### src/rtl/branch_resolve_queue_if.sv
// Interface bundle for branch_resolve_queue.
// Purpose: groups the prediction-issue handshake, the resolve inputs and all
// predictor-update/status outputs of the queue.
//   master : the predictor/pipeline side (drives pred_*, resolve_*).
//   slave  : the queue itself (drives pred_ready, upd_*, mispredict, mis_ghr,
//            occupancy, underflow, resolved_cnt, mispred_cnt).
interface branch_resolve_queue_if #(
  parameter int DEPTH = 4,
  parameter int GHR_W = 3,
  parameter int CNT_W = 8
);
  localparam int OCC_W = $clog2(DEPTH) + 1;

  logic             pred_valid;
  logic             pred_bit;
  logic [GHR_W-1:0] pred_ghr;
  logic             pred_ready;
  logic             resolve_valid;
  logic             resolve_taken;
  logic             upd_en;
  logic             upd_bit;
  logic             mispredict;
  logic [GHR_W-1:0] mis_ghr;
  logic [OCC_W-1:0] occupancy;
  logic             underflow;
  logic [CNT_W-1:0] resolved_cnt;
  logic [CNT_W-1:0] mispred_cnt;

  modport master (
    output pred_valid, pred_bit, pred_ghr, resolve_valid, resolve_taken,
    input  pred_ready, upd_en, upd_bit, mispredict, mis_ghr, occupancy,
           underflow, resolved_cnt, mispred_cnt
  );

  modport slave (
    input  pred_valid, pred_bit, pred_ghr, resolve_valid, resolve_taken,
    output pred_ready, upd_en, upd_bit, mispredict, mis_ghr, occupancy,
           underflow, resolved_cnt, mispred_cnt
  );
endinterface

### src/rtl/branch_resolve_queue.sv
// branch_resolve_queue
// Purpose: in-order FIFO of issued branch predictions (direction + GHR
// snapshot). When the oldest branch resolves, the head is popped and
// compared with the actual outcome; one cycle later the predictor update
// strobe (upd_en/upd_bit) is driven and mispredictions are flagged with the
// GHR snapshot they were made with. Saturating resolved/mispredict counters.
// Ports:
//   clk    : rising-edge clock
//   reset  : asynchronous, active-low reset
//   bus    : branch_resolve_queue_if.slave (prediction push, resolve,
//            update/mispredict outputs, occupancy, underflow, counters)
// Optional feature: define BRQ_FLUSH_ON_MISPREDICT_EN to discard all younger
// (wrong-path) entries, and any same-cycle push, on a mispredicting pop.
module branch_resolve_queue #(
  parameter int DEPTH = 4,
  parameter int GHR_W = 3,
  parameter int CNT_W = 8
) (
  input logic                    clk,
  input logic                    reset,
  branch_resolve_queue_if.slave  bus
);
  localparam int PTR_W = $clog2(DEPTH);
  localparam int OCC_W = PTR_W + 1;

  logic [DEPTH-1:0] r_mem_bit;
  logic [GHR_W-1:0] r_mem_ghr [DEPTH];
  logic [PTR_W-1:0] r_head;
  logic [PTR_W-1:0] r_tail;
  logic [OCC_W-1:0] r_occ;
  logic             r_upd_en;
  logic             r_upd_bit;
  logic             r_mispredict;
  logic [GHR_W-1:0] r_mis_ghr;
  logic             r_underflow;
  logic [CNT_W-1:0] r_resolved_cnt;
  logic [CNT_W-1:0] r_mispred_cnt;

  logic w_ready;
  logic w_push;
  logic w_pop;
  logic w_mis;
  logic w_flush;
  logic w_push_eff;

  always_comb begin
    w_ready = (r_occ != OCC_W'(DEPTH));
    w_push  = bus.pred_valid && w_ready;
    // Pop decision uses the pre-push occupancy: no same-cycle bypass.
    w_pop   = bus.resolve_valid && (r_occ != '0);
    w_mis   = w_pop && (r_mem_bit[r_head] != bus.resolve_taken);
`ifdef BRQ_FLUSH_ON_MISPREDICT_EN
    w_flush = w_mis;
`else
    w_flush = 1'b0;
`endif
    w_push_eff = w_push && !w_flush;
  end

  // Storage needs no reset: occupancy alone defines which entries are live.
  always_ff @(posedge clk) begin
    if (w_push_eff) begin
      r_mem_bit[r_tail] <= bus.pred_bit;
      r_mem_ghr[r_tail] <= bus.pred_ghr;
    end
  end

  always_ff @(posedge clk or negedge reset) begin
    if (!reset) begin
      r_head <= '0;
      r_tail <= '0;
      r_occ  <= '0;
    end else if (w_flush) begin
      r_head <= '0;
      r_tail <= '0;
      r_occ  <= '0;
    end else begin
      if (w_push_eff) r_tail <= r_tail + PTR_W'(1);
      if (w_pop)      r_head <= r_head + PTR_W'(1);
      case ({w_push_eff, w_pop})
        2'b10:   r_occ <= r_occ + OCC_W'(1);
        2'b01:   r_occ <= r_occ - OCC_W'(1);
        default: r_occ <= r_occ;
      endcase
    end
  end

  always_ff @(posedge clk or negedge reset) begin
    if (!reset) begin
      r_upd_en       <= 1'b0;
      r_upd_bit      <= 1'b0;
      r_mispredict   <= 1'b0;
      r_mis_ghr      <= '0;
      r_underflow    <= 1'b0;
      r_resolved_cnt <= '0;
      r_mispred_cnt  <= '0;
    end else begin
      r_upd_en     <= w_pop;
      r_mispredict <= w_mis;
      if (w_pop) r_upd_bit <= bus.resolve_taken;
      if (w_mis) r_mis_ghr <= r_mem_ghr[r_head];
      if (bus.resolve_valid && (r_occ == '0)) r_underflow <= 1'b1;
      if (w_pop && (r_resolved_cnt != '1))
        r_resolved_cnt <= r_resolved_cnt + CNT_W'(1);
      if (w_mis && (r_mispred_cnt != '1))
        r_mispred_cnt <= r_mispred_cnt + CNT_W'(1);
    end
  end

  assign bus.pred_ready   = w_ready;
  assign bus.upd_en       = r_upd_en;
  assign bus.upd_bit      = r_upd_bit;
  assign bus.mispredict   = r_mispredict;
  assign bus.mis_ghr      = r_mis_ghr;
  assign bus.occupancy    = r_occ;
  assign bus.underflow    = r_underflow;
  assign bus.resolved_cnt = r_resolved_cnt;
  assign bus.mispred_cnt  = r_mispred_cnt;
endmodule

### src/flat_wrapper.sv
// flat-port wrapper written by rule: the top's interface ports become plain ports
module branch_resolve_queue_flat 
#(
  parameter int DEPTH = 4,
  parameter int GHR_W = 3,
  parameter int CNT_W = 8
)
  (clk, reset, bus_pred_valid, bus_pred_bit, bus_pred_ghr, bus_resolve_valid, bus_resolve_taken, bus_pred_ready, bus_upd_en, bus_upd_bit, bus_mispredict, bus_mis_ghr, bus_occupancy, bus_underflow, bus_resolved_cnt, bus_mispred_cnt);
  branch_resolve_queue_if #(.DEPTH(DEPTH), .GHR_W(GHR_W), .CNT_W(CNT_W)) bus_i ();
  input logic clk;
  input logic reset;
  input wire logic [$bits(bus_i.pred_valid)-1:0] bus_pred_valid;
  input wire logic [$bits(bus_i.pred_bit)-1:0] bus_pred_bit;
  input wire logic [$bits(bus_i.pred_ghr)-1:0] bus_pred_ghr;
  input wire logic [$bits(bus_i.resolve_valid)-1:0] bus_resolve_valid;
  input wire logic [$bits(bus_i.resolve_taken)-1:0] bus_resolve_taken;
  output wire logic [$bits(bus_i.pred_ready)-1:0] bus_pred_ready;
  output wire logic [$bits(bus_i.upd_en)-1:0] bus_upd_en;
  output wire logic [$bits(bus_i.upd_bit)-1:0] bus_upd_bit;
  output wire logic [$bits(bus_i.mispredict)-1:0] bus_mispredict;
  output wire logic [$bits(bus_i.mis_ghr)-1:0] bus_mis_ghr;
  output wire logic [$bits(bus_i.occupancy)-1:0] bus_occupancy;
  output wire logic [$bits(bus_i.underflow)-1:0] bus_underflow;
  output wire logic [$bits(bus_i.resolved_cnt)-1:0] bus_resolved_cnt;
  output wire logic [$bits(bus_i.mispred_cnt)-1:0] bus_mispred_cnt;
  assign bus_i.pred_valid = bus_pred_valid;
  assign bus_i.pred_bit = bus_pred_bit;
  assign bus_i.pred_ghr = bus_pred_ghr;
  assign bus_i.resolve_valid = bus_resolve_valid;
  assign bus_i.resolve_taken = bus_resolve_taken;
  assign bus_pred_ready = bus_i.pred_ready;
  assign bus_upd_en = bus_i.upd_en;
  assign bus_upd_bit = bus_i.upd_bit;
  assign bus_mispredict = bus_i.mispredict;
  assign bus_mis_ghr = bus_i.mis_ghr;
  assign bus_occupancy = bus_i.occupancy;
  assign bus_underflow = bus_i.underflow;
  assign bus_resolved_cnt = bus_i.resolved_cnt;
  assign bus_mispred_cnt = bus_i.mispred_cnt;
  branch_resolve_queue #(.DEPTH(DEPTH), .GHR_W(GHR_W), .CNT_W(CNT_W)) u_core (.clk(clk), .reset(reset), .bus(bus_i));
endmodule
### config.mk
export PLATFORM = sky130hd
export DESIGN_NAME = branch_resolve_queue_flat
export DESIGN_NICKNAME = d
export VERILOG_FILES = /design/src/rtl/branch_resolve_queue_if.sv /design/src/rtl/branch_resolve_queue.sv /design/src/flat_wrapper.sv
export SDC_FILE = /design/constraint.sdc
export NUM_CORES = 1
export LEC_CHECK = 0
export CAP_MARGIN = 20
export CORE_ASPECT_RATIO = 0.9
export CORE_MARGIN = 5
export CORE_UTILIZATION = 52
export DETAILED_ROUTE_END_ITERATION = 10
export HOLD_SLACK_MARGIN = 0.12
export PLACE_DENSITY = 0.89
export SYNTH_ARGS = -nofsm -noshare
export SYNTH_HDL_FRONTEND = slang
export SYNTH_SLANG_ARGS = --single-unit
### constraint.sdc
create_clock -name clk -period 4.3 [get_ports clk]
set_input_delay 0.645 -clock clk [delete_from_list [all_inputs] [get_ports clk]]
set_output_delay 0.645 -clock clk [all_outputs]
set_load 0.05 [all_outputs]
==> flow_summary.toml, run 1 <==
[outcome]
status = "finished clean"

[yosys]
synth-seq-area-share_pct = 61.6
yosysTopAreaCellShare_pct = 37.6
postSynthCellCount = 140
synthSimpleGateAreaFrac_pct = 10.9
yosys.area.top_type = "dfrtp_1"
synthAdderAreaFrac_pct = 5.39
yosys.cell_types.count = 31
synth_xor_area_share_pct = 9.27
synthesis.yosys.warnings = 0
syn_area_per_cell_um2 = 14.3
ys_ff_latch = 46
synthMuxAreaShare_pct = 9.71
synth_area_leaders = "dfrtp_1 (38%), edfxtp_1 (24%), xor2_1 (6.1%)"
netlist_area_mm2 = 0.00200
synth-compound-area-share_pct = 1.06
synth_fp_nets = 157
synth_top_family_by_area = "simple AND/OR/NAND/NOR gates"

[die]
die_x_um = 75.3
rows = 21
start_util_pct = 53.9
floorplan.die_area_mm2 = 0.00518
die_h_um = 68.8
core_mm2 = 0.00370
io_pins = 36

[timing]
rsz0062_at_grt = "no"
skew_ps = 5.19
fin_crit_sh_pct = 57.9
hold_violations = 0
period_needed_ps = 2490
finalWorstSetupSlack_ps = 1810
setup_viol = 0
slew_violations = 0
relSlewSlack_pct = 64.5
tightest_slew_ps = 527
fmax_mhz = 402
tns_ps = 0

[place]
hpwl_um = 2700
io_buffers = 35
place.gp.congestion = 0.817
placed_cells = 221
placed_area_mm2 = 0.00240
place_ws_ps = 1690

[clocking]
clk_pin_slew_ps = 80
worstSkewPairLatency_ps = 300
cts_buffer_depth = 2
clock-sinks = 46
postCtsSetupRepairBufs = 0
cts_buffers = 5
tritoncts = "built"
root_buffer = "clkbuf_8"
cts.htree.levels = 2
postCtsResizedCells = 0
postCtsHoldBufs = 0

[grt]
grt_pass1_wl_um = 6000
grt-ovfl-total = 0
grt_pass1_vias = 1240
grt_start_max_net_pins = 31
antenna_found_initial = 0
track_usage_pct = 16.1

[route]
drtAntennaViolNets = 0
vias = 1205
route.detailed.drc = 0
dr.pass1.iters = 4
vias_per_cell = 5.26
drt_iter0_drc = 47
wl_per_cell_um = 15.8
wl_um = 3630

[worst_setup_path]
crit_path_max_incr_delay_ps = 840
cp_max_fo = 6
startpoint = "u_core.bus.occupancy[1]"
crit_required_ps = 3650
cpMaxStageDelayCell = "clkdlybuf4s50_1"
crit_family = "buffers and inverters"
crit_chain = "inv_1, nand3_1, clkdlybuf4s50_1"
worstSetupPathType = "register to output pin"
r2r-start = "u_core.bus.occupancy[0]"
crit_buf_inv = 2
arrival_ps = 1840
worstRegToRegCells = 7
cp-end-kind = "output pin"
cp.depth = 3
start_kind = "register"

[hold_path]
hp-class = "register to register"
min_from = "u_core.bus.underflow"
hold_depth = 1

[pwr]
ir_drop_mv = 0.458
p_leak_nw = 1.04
p_per_area_mw_per_mm2 = 805

[finish]
utilization_pct = 67.0
fin_nets = 199
design_area_mm2 = 0.00248
diodes = 0
fin_cells = 229
layout-drive-gt1-share_pct = 11.5
syn_to_final_growth_pct = 24.3

[run]
drv_cap = 0
==> cell usage after synthesis (all sizes together) <==
library cell  number
dfrtp             30
nand4              2
nor3b              1
nand3              8
and3               4
buf                1
mux2               8
mux4               4
nor4b              1
nor4               3
a21o               1
nand2b             2
ha                 7
nor3               5
fa                 1
xor2              14
nand2              9
mux2i              1
clkinv             1
o21ai              2
edfxtp            16
and2               1
nor2               6
xnor2              5
inv                7
==> final timing paths <==
| check | to | slack [ps] |
|---|---|---|
| worst max-delay path | bus_pred_ready | 1810 |
| worst min-delay path | u_core.bus.underflow | 470 |
| worst max register to register | u_core.bus.occupancy[1] | 1930 |
| worst min register to register | u_core.bus.underflow | 470 |
| max in group asynchronous | u_core.bus.mis_ghr[0] | 3310 |
| min in group asynchronous | u_core.bus.mispred_cnt[0] | 710 |
==> layer usage <==
layer  wire length [um]  GRT usage (%)  share of wire [%]
met3                199           5.80                5.5
met4                 57           5.90                1.6
met2               1880           27.0                 52
met1               1490           19.1                 41
met5                  0              0                  0
==> state kept, by name, summed over array words and instances, names as in the netlist <==
signal	count
u_core.bus.underflow	1
u_core.r_mem_bit	4
u_core.bus.mispredict	1
u_core.bus.resolved_cnt	8
u_core.bus.upd_en	1
u_core.r_mem_ghr	12
u_core.bus.occupancy	3
u_core.r_head	2
u_core.r_tail	2
u_core.bus.upd_bit	1
u_core.bus.mispred_cnt	8
u_core.bus.mis_ghr	3
==> metrics by stage <==
step	hold WS, ps	power (mW)
after floorplan	349	1.44
after global placement	444	1.71
after detailed placement	448	1.76
after CTS	469	2.02
after global routing	489	2.11
final	469	2.00
==> cell usage in the layout, fill, tap and decap left out, drive strengths merged, types with 5 or more instances in the layout <==
master,Yosys,final
nor2,6,6
edfxtp,16,16
inv,7,7
xor2,14,14
mux2,8,8
nand2,9,9
nor3,5,5
clkbuf,0,6
ha,7,7
clkdlybuf4s50,0,35
nand3,8,8
dfrtp,30,30
xnor2,5,5
==> power by group <==
part,total (mW),switching (mW),internal [mW],leakage (nW)
registers,0.753,0.146,0.607,0.513
clock network,0.248,0.137,0.112,0.0426
logic,0.997,0.612,0.384,0.487
==> kinds of logic (layout without fill, tap and decap cells) <==
family | after synthesis | count (layout)
xor+xnor | 19 | 19
flops | 46 | 46
fa+ha+maj | 8 | 8
buf+inv | 9 | 52
simple gates | 42 | 42
compound gates | 3 | 3
mux | 13 | 13
==> layout make-up <==
cell class,count,area [um2]
flip-flops and latches,46,1230
fillers,276,1220
multi-input cells,85,726
repair buffers,36,358
clock buffers,6,72.6
well taps,46,57.6
inverters,8,30.0
clock inverters,2,8.76
Note: power is estimated with default switching activity, not from simulation.
==> run 2: changes to the inputs <==
- CORE_UTILIZATION: 52 -> 46
- PLACE_DENSITY: 0.89 -> 0.84
- clock period: 4.3 -> 2.2 ns (I/O delays scaled with it)
==> flow_summary.toml, run 2 (synthesized netlist as in run 1, its figures left out) <==
[clocking]
worstSkewPairLatency_ps = 290
clock-sinks = 46
cts_buffers = 5
cts.htree.levels = 2
clk_pin_slew_ps = 80
tritoncts = "built"
root_buffer = "clkbuf_8"
postCtsHoldBufs = 0
cts_buffer_depth = 2

[worst_setup_path]
crit_required_ps = 1870
r2r_end = "u_core.bus.occupancy[2]"
cp_max_fo = 6
r2r-start = "u_core.bus.occupancy[0]"
arrival_ps = 1690
cpMaxStageDelayCell = "clkdlybuf4s50_1"
worst-r2r-setup-slack_ps = 180
start_kind = "register"
crit_chain = "inv_2, nand3_4, clkdlybuf4s50_1"
startpoint = "u_core.bus.occupancy[0]"
cp-end-kind = "output pin"
worstRegToRegCells = 10
crit_path_max_incr_delay_ps = 810
crit_family = "buffers and inverters"
crit_buf_inv = 2
worstSetupPathType = "register to output pin"

[route]
vias = 1212
vias_per_cell = 5.18
wl_per_cell_um = 15.8
route.detailed.drc = 0
drt_iter0_drc = 53
wl_um = 3700
drtAntennaViolNets = 0
dr.pass1.iters = 5

[timing]
rsz0062_at_grt = "no"
slew_violations = 0
finalHoldWorstSlack_ps = 430
period_needed_ps = 2020
skew_ps = 8.14
setup_viol = 0
hold_violations = 0
fmax_mhz = 494
fin_crit_sh_pct = 92.0
tightest_slew_ps = 526
relSlewSlack_pct = 64.9
tns_ps = 0

[pwr]
p_leak_nw = 1.07
p_per_area_mw_per_mm2 = 1590
ir_drop_mv = 1.04

[run]
drv_cap = 0

[finish]
nFillCells = 304
final_common_cell = "clkdlybuf4s50_1"
syn_to_final_growth_pct = 27.9
final_cell_mix = "clkdlybuf4s50_1 (35), dfrtp_1 (27), edfxtp_1 (16)"
regMostFlops = "u_core.r_mem_ghr"
layout-drive-gt1-share_pct = 17.7
diodes = 0
largest_reg_flops = 12
fin_nets = 202

[die]
rows = 22
die_h_um = 72.5
start_util_pct = 48.4
die_x_um = 79.5
io_pins = 36
core_mm2 = 0.00413
floorplan.die_area_mm2 = 0.00576

[grt]
grt_pass1_vias = 1300
track_usage_pct = 14.4
grt_pass1_wl_um = 6370
grt-ovfl-total = 0
grt_start_max_net_pins = 31
antenna_found_initial = 0

[place]
hpwl_um = 2820
io_buffers = 35
place.gp.congestion = 0.860

[hold_path]
hp-class = "input pin to async pin"

[outcome]
status = "finished clean"
## run 2: changes by cell type in the layout (fill, tap and decap cells not counted), sizes merged
cell,before,now
buf,1,4
bufinv,0,1
clkbuf,6,5
## run 2: worst max-delay path by stage
stage / endpoint / slack (ps) / cells after the start
after global routing: u_core.bus.occupancy[2] / 20 / 10
after CTS: u_core.bus.occupancy[2] / 110 / 10
after detailed placement: u_core.bus.occupancy[2] / -50 / 9
after floorplan: u_core.bus.occupancy[2] / 8 / 10
final: bus_pred_ready / 180 / 3
after global placement: u_core.bus.occupancy[2] / 110 / 9
## run 2: power by group
part	leakage, nW	switching, mW	total [mW]	internal [mW]
Clock	0.0579	0.270	0.604	0.334
Sequential	0.510	0.270	1.46	1.19
Combinational	0.503	1.22	2.01	0.782
Total	1.07	1.76	4.07	2.31
## run 2: repair_timing
| action | 4_1_cts | 5_1_grt |
|---|---|---|
| gates resized for setup | 0 | 1 |
| setup endpoints to repair | 0 | 1 |
| buffers inserted | 0 | 0 |
## run 2: area by class of cell
cell class	count	area, um2	area share [%]
clock inverter	3	40.0	1.57
timing repair buffer	39	380	14.9
tap	48	60.1	2.35
inverter	8	30.0	1.18
sequential	46	1230	48.3
multi-input combinational	85	741	29.0
clock buffer	5	68.8	2.69
## run 2: layer usage
layer  wire length [um]  up-vias  part of all wire, %  global-route usage [%]
met4                 49        0                  1.3                    5.73
met5                  0        -                    0                       0
li1                   -      581                    -                       -
met2               1930       32                   52                    24.1
met1               1550      594                   42                    18.2
met3                171        5                  4.6                    3.10
## run 2: worst register-to-register path: cells and delay by family, from the launching register on
family,cells,cell delay (ps)
flops,1,440
buf+inv,3,230
fa+ha+maj,2,560
xor+xnor,2,310
simple gates,3,410
## run 2: through the flow
stage	power, mW	instances	cell area (um2)	utilization [%]	setup WS, ps
finish	4.07	234	2550	61.9	176
global route	4.31	234	2550	61.9	19.3
CTS	4.10	234	2550	61.8	107
detailed placement	3.50	226	2440	59.2	-46.0
global placement	3.40	226	2440	59.2	114
floorplan	2.85	140	2010	-	7.83
==> run 3: changes to the inputs <==
- SKIP_CTS_REPAIR_TIMING: not set -> 1
==> results of run 3 <==
The final DEF is identical to that of run 2; final timing and power are the same.
